## src/rtl/stream_mux_pkg.sv

```systemverilog
// Shared constants, state encoding and pointer helper for the 4:1 stream mux.
package stream_mux_pkg;

    localparam int unsigned NUM_CH = 4;
    localparam int unsigned SEL_W  = 2;

    typedef enum logic {
        EMPTY = 1'b0,
        FULL  = 1'b1
    } state_t;

    // Pointer after a grant; the 2-bit add wraps 3 -> 0 on its own.
    function automatic logic [SEL_W-1:0] next_ptr(input logic [SEL_W-1:0] idx);
        return idx + SEL_W'(1);
    endfunction

endpackage

```

## src/rtl/rr_arbiter_4.sv

```systemverilog
// Round-robin grant: search from ptr upward modulo 4, first requester wins.
module rr_arbiter_4
    import stream_mux_pkg::*;
(
    input  logic [NUM_CH-1:0] req,
    input  logic [SEL_W-1:0]  ptr,
    output logic [SEL_W-1:0]  gnt_idx,
    output logic              gnt_any
);

    always_comb begin
        gnt_idx = '0;
        gnt_any = 1'b0;
        for (int i = 0; i < NUM_CH; i++) begin
            if (!gnt_any && req[ptr + SEL_W'(i)]) begin
                gnt_idx = ptr + SEL_W'(i);
                gnt_any = 1'b1;
            end
        end
    end

endmodule

```

## src/rtl/stream_mux_4x1.sv

```systemverilog
// Four-channel valid/ready stream multiplexer with round-robin arbitration
// and a single registered output slot.
module stream_mux_4x1
    import stream_mux_pkg::*;
#(
    parameter int unsigned BITS = 4
) (
    input  logic              clk,
    input  logic              rst,
    input  logic [BITS-1:0]   in0,
    input  logic [BITS-1:0]   in1,
    input  logic [BITS-1:0]   in2,
    input  logic [BITS-1:0]   in3,
    input  logic [NUM_CH-1:0] in_valid,
    output logic [NUM_CH-1:0] in_ready,
    output logic [BITS-1:0]   out,
    output logic [SEL_W-1:0]  out_sel,
    output logic              out_valid,
    input  logic              out_ready
);

    state_t            state;
    state_t            state_next;
    logic [SEL_W-1:0]  ptr;
    logic [SEL_W-1:0]  gnt_idx;
    logic              gnt_any;
    logic              load_en;
    logic              accept;
    logic [BITS-1:0]   sel_data;

    rr_arbiter_4 u_arb (
        .req     (in_valid),
        .ptr     (ptr),
        .gnt_idx (gnt_idx),
        .gnt_any (gnt_any)
    );

    // Slot may load when empty, or when full and draining this same cycle.
    // in_ready is masked by rst so nothing is offered while in reset.
    always_comb begin
        state_next = state;
        load_en    = 1'b0;
        unique case (state)
            EMPTY: load_en = 1'b1;
            FULL:  load_en = out_ready;
            default: load_en = 1'b0;
        endcase
        accept   = load_en && gnt_any && !rst;
        in_ready = NUM_CH'(accept) << gnt_idx;
        if (accept) begin
            state_next = FULL;
        end else if (state == FULL && out_ready) begin
            state_next = EMPTY;
        end
    end

    always_ff @(posedge clk or posedge rst) begin
        if (rst) begin
            state <= EMPTY;
        end else begin
            state <= state_next;
        end
    end

    always_comb begin
        sel_data = in0;
        unique case (gnt_idx)
            2'd0: sel_data = in0;
            2'd1: sel_data = in1;
            2'd2: sel_data = in2;
            2'd3: sel_data = in3;
            default: sel_data = in0;
        endcase
    end

    // Output word and pointer only move on an accepted input; a drain keeps
    // the last word visible with out_valid low.
    always_ff @(posedge clk or posedge rst) begin
        if (rst) begin
            out     <= '0;
            out_sel <= '0;
            ptr     <= '0;
        end else if (accept) begin
            out     <= sel_data;
            out_sel <= gnt_idx;
            ptr     <= next_ptr(gnt_idx);
        end
    end

    assign out_valid = (state == FULL);

endmodule

```

## config.mk

```make
export PLATFORM = sky130hd
export DESIGN_NAME = stream_mux_4x1
export DESIGN_NICKNAME = d
export VERILOG_FILES = /design/src/rtl/stream_mux_pkg.sv /design/src/rtl/rr_arbiter_4.sv /design/src/rtl/stream_mux_4x1.sv
export SDC_FILE = /design/constraint.sdc
export NUM_CORES = 1
export LEC_CHECK = 0
export ABC_AREA = 0
export CELL_PAD_IN_SITES_DETAIL_PLACEMENT = 1
export CELL_PAD_IN_SITES_GLOBAL_PLACEMENT = 1
export CORE_ASPECT_RATIO = 0.7
export CORE_MARGIN = 2
export CORE_UTILIZATION = 23
export CTS_CLUSTER_SIZE = 16
export DETAILED_ROUTE_END_ITERATION = 10
export MAX_ROUTING_LAYER = met4
export PLACE_DENSITY = 0.79
export SLEW_MARGIN = 20
export SYNTH_ARGS = -nofsm -noshare
export SYNTH_HDL_FRONTEND = slang
export SYNTH_SLANG_ARGS = --single-unit
```

## constraint.sdc

```tcl
create_clock -name clk -period 2.2 [get_ports clk]
set_clock_uncertainty 0.15 [all_clocks]
set_input_delay 0.66 -clock clk [delete_from_list [all_inputs] [get_ports clk]]
set_output_delay 0.66 -clock clk [all_outputs]
set_load 0.005 [all_outputs]
```

==> flow_metrics.env <==
export IMPL_avgSynthCellArea_um2=10.5
export IMPL_dp_hpwl_um=1660
export IMPL_pwr_share_comb_pct=60.4
export IMPL_grt_max_degree=10
export IMPL_via_per_inst=4.61
export IMPL_coreArea_um2=2720
export IMPL_grt_remaining_overflow=0
export IMPL_critPathTopFamily="simple AND/OR/NAND/NOR gates"
export IMPL_antenna_found_initial=0
export IMPL_clockBufferDepth=2
export IMPL_yosysTopAreaCell="dfrtp_1"
export IMPL_min_delay_path_class="flip-flop to flip-flop"
export IMPL_nFillCells=299
export IMPL_htreeDepth=1
export IMPL_cpPeakStageDelay_ps=340
export IMPL_rsz0062_at_grt="true"
export IMPL_portBuffers=33
export IMPL_num_antenna_cells=0
export IMPL_drive_gt1_share_pct=55.4
export IMPL_max_cap_violations=0
export IMPL_power_frac_seq_pct=23.8
export IMPL_gp_routability_congestion=0.680
export IMPL_p_sw_w=0.000450
export IMPL_layout_setup_ws_ps=-306
export IMPL_critPathArrivalTime_ps=1700
export IMPL_syn_area_um2=643
export IMPL_io_pins=34
export IMPL_worstReg2RegStart="ptr[1]"
export IMPL_power_density_nw_per_um2=946
export IMPL_leakage_nw=0.556
export IMPL_grt_pass1_vias=765
export IMPL_synthTopCellsByArea="dfrtp_1, a21oi_1, mux2_4, ha_1, mux2_2"
export IMPL_relSlewSlack_pct=74.4
export IMPL_initial_utilization_pct=23.6
export IMPL_drv_slew=0
export IMPL_seq_area_frac_synth_pct=35.0
export IMPL_worstPathCellList="buf_8 > nor4_4 > nor3b_4 > buf_6 > buf_6 > nor3b_4 > buf_2"
export IMPL_hold_violations=0
export IMPL_fp_dieW_um=67.2
export IMPL_crit_start="in_valid[2]"
export IMPL_postSynthCellCount=61
export IMPL_design_area_um2=1350
export IMPL_violations="setup timing"
export IMPL_fin_util_pct=49.6
export IMPL_synth_top_area_share_pct=35.0
export IMPL_cts_tree="yes"
export IMPL_hold_slack_ps=367
export IMPL_cts_sinks=9
export IMPL_syn_num_nets=88
export IMPL_hold_buffers=0
export IMPL_path_clk_slew_ps=50
export IMPL_worstMarginPinSlew_ps=384
export IMPL_end_kind="primary output"
export IMPL_hp_start="out[2]"
export IMPL_intPower_w=0.000828
export IMPL_wl_per_cell_um=17.3
export IMPL_swShare_pct=35.2
export IMPL_worstSetupStartpointType="input port"
export IMPL_crit_type="input port to primary output"
export IMPL_fmax_mhz=399
export IMPL_final_setup_viol_count=5
export IMPL_insertion_delay_ps=240
export IMPL_outcome="finished, violations left"
export IMPL_final_nets=140
export IMPL_wl_um=2570
export IMPL_fin_crit_sh_pct=114
export IMPL_synth_seq_cells=9
export IMPL_drc_errors=0
export IMPL_critPathRequiredTime_ps=1390
export IMPL_power_frac_clock_pct=15.9
export IMPL_vias=682
export IMPL_root_buffer="clkbuf_8"
export IMPL_crit_fanout=4
export IMPL_timing_critical_path_buf_inv=4
export IMPL_die_y_um=48.2
export IMPL_irDropWorstVdd_uv=360
export IMPL_antenna_left=0
export IMPL_numCtsBuffers=3
export IMPL_synth_warnings=0
export IMPL_fp_row_count=16
export IMPL_ys_types=22
export IMPL_die_area_um2=3240
export IMPL_finalCriticalPeriod_ps=2510
export IMPL_place_ws_ps=-1100
export IMPL_power_w=0.00128
export IMPL_grt_pass1_wl_um=4140
export IMPL_first_pass_iters=4
export IMPL_slowest_stage="nor4_4"
export IMPL_placed_area_um2=1060
export IMPL_globalRouteTotalUtil_pct=19.6
export IMPL_drtIter0Drc=10
export IMPL_synthToLayoutAreaGrowth_pct=110
## metal layers
layer,share of wire [%],global-route usage [%],vias up
li1,-,-,325
met1,45,24.5,342
met2,51,32.1,13
met3,2.8,4.16,2
met4,1.2,7.35,0
met5,0,-,-
## cell usage after synthesis (all sizes together)
cell type	number
a21oi	12
dfrtp	9
mux2	7
a22oi	4
ha	4
inv	4
nor2b	4
nor3b	3
and3b	2
nor2	2
a2bb2oi	1
and3	1
buf	1
mux2i	1
nand2	1
nand2b	1
nand3b	1
nor3	1
nor4	1
o21ai	1
## registers in the layout, summed over array words and instances (netlist names)
register	count
out_sel	2
out_valid	1
out	4
ptr	2
## worst register-to-register path: stages (launching register included)
cell and delay, ps:
dfrtp_2 440, mux2i_1 270, nor2_1 110, nor3_4 210
buf_6 160, inv_4 50, ha_4 170, a22oi_2 190
a21oi_2 90, mux2_4 250
## through the flow
step,TNS [ps],cells
after global placement,-7710,133
final,-1150,148
after CTS,-1120,149
after floorplan,-27.8,61
after global routing,-1620,148
after detailed placement,-8740,133
## final cells by class
cell class	count	area, um^2	area share (%)
clock buffer	4	45.0	3.33
inverter	4	20.0	1.48
multi-input combinational	47	548	40.6
sequential	9	226	16.8
tap	36	45.0	3.33
timing repair buffer	48	467	34.5
## placed cells by master (no fill, tap or decap)
cell              n
nor2_1            2
clkbuf_8          3
clkdlybuf4s15_1   2
buf_8             2
dfrtp_1           8
nor3b_4           2
nand2_2           1
buf_2             2
o21ai_0           1
and3b_2           2
clkdlybuf4s50_1  23
buf_6             9
mux2_2            3
a21oi_4           1
a21oi_1           5
a21oi_2           6
mux2_4            4
nor2b_1           4
dfrtp_2           1
nor4_4            1
nor3b_2           1
mux2i_1           1
ha_2              1
a2bb2oi_4         1
inv_1             2
nand3b_1          1
clkbuf_1          1
buf_4            10
inv_4             2
a22oi_2           4
nand2b_4          1
nor3_4            1
ha_4              3
and3_4            1
## what timing repair did
| action | 4_1_cts | 5_1_grt |
|---|---|---|
| endpoints found under the setup margin | 10 | 10 |
| pin swaps | 17 | 9 |
| buffers inserted | 13 | 1 |
| gates resized for setup | 77 | 8 |
## path summary, 6_finish.rpt
path	cells past startpoint	slack (ps)	to
setup / recovery	7	-310	in_ready[0]
hold / removal	1	370	out[2]
setup reg to reg	9	-10	out[3]
hold reg to reg	1	370	out[2]
max in group asynchronous	3	1070	ptr[1]
min in group asynchronous	3	540	ptr[0]
## kinds of logic (layout without fill, tap and decap cells)
kind of cell	after synthesis	count (layout)	synth area share, %
buffers and inverters	5	56	4.08
DFF	9	9	35.0
and+or+nand+nor	17	17	20.8
AOI/OAI and AO/OA	18	18	16.1
adders and majority gates	4	4	7.78
muxes	8	8	16.1
## power groups by stage
stage               sequential (W)  combinational, W  clock (W)
floorplan                 0.000285          0.000288          0
finish                    0.000304          0.000772   0.000203
CTS                       0.000302          0.000760   0.000207
detailed placement        0.000293          0.000558          0
global placement          0.000293          0.000524          0
global route              0.000314          0.000830   0.000216
(Power assumes the default switching activity.)
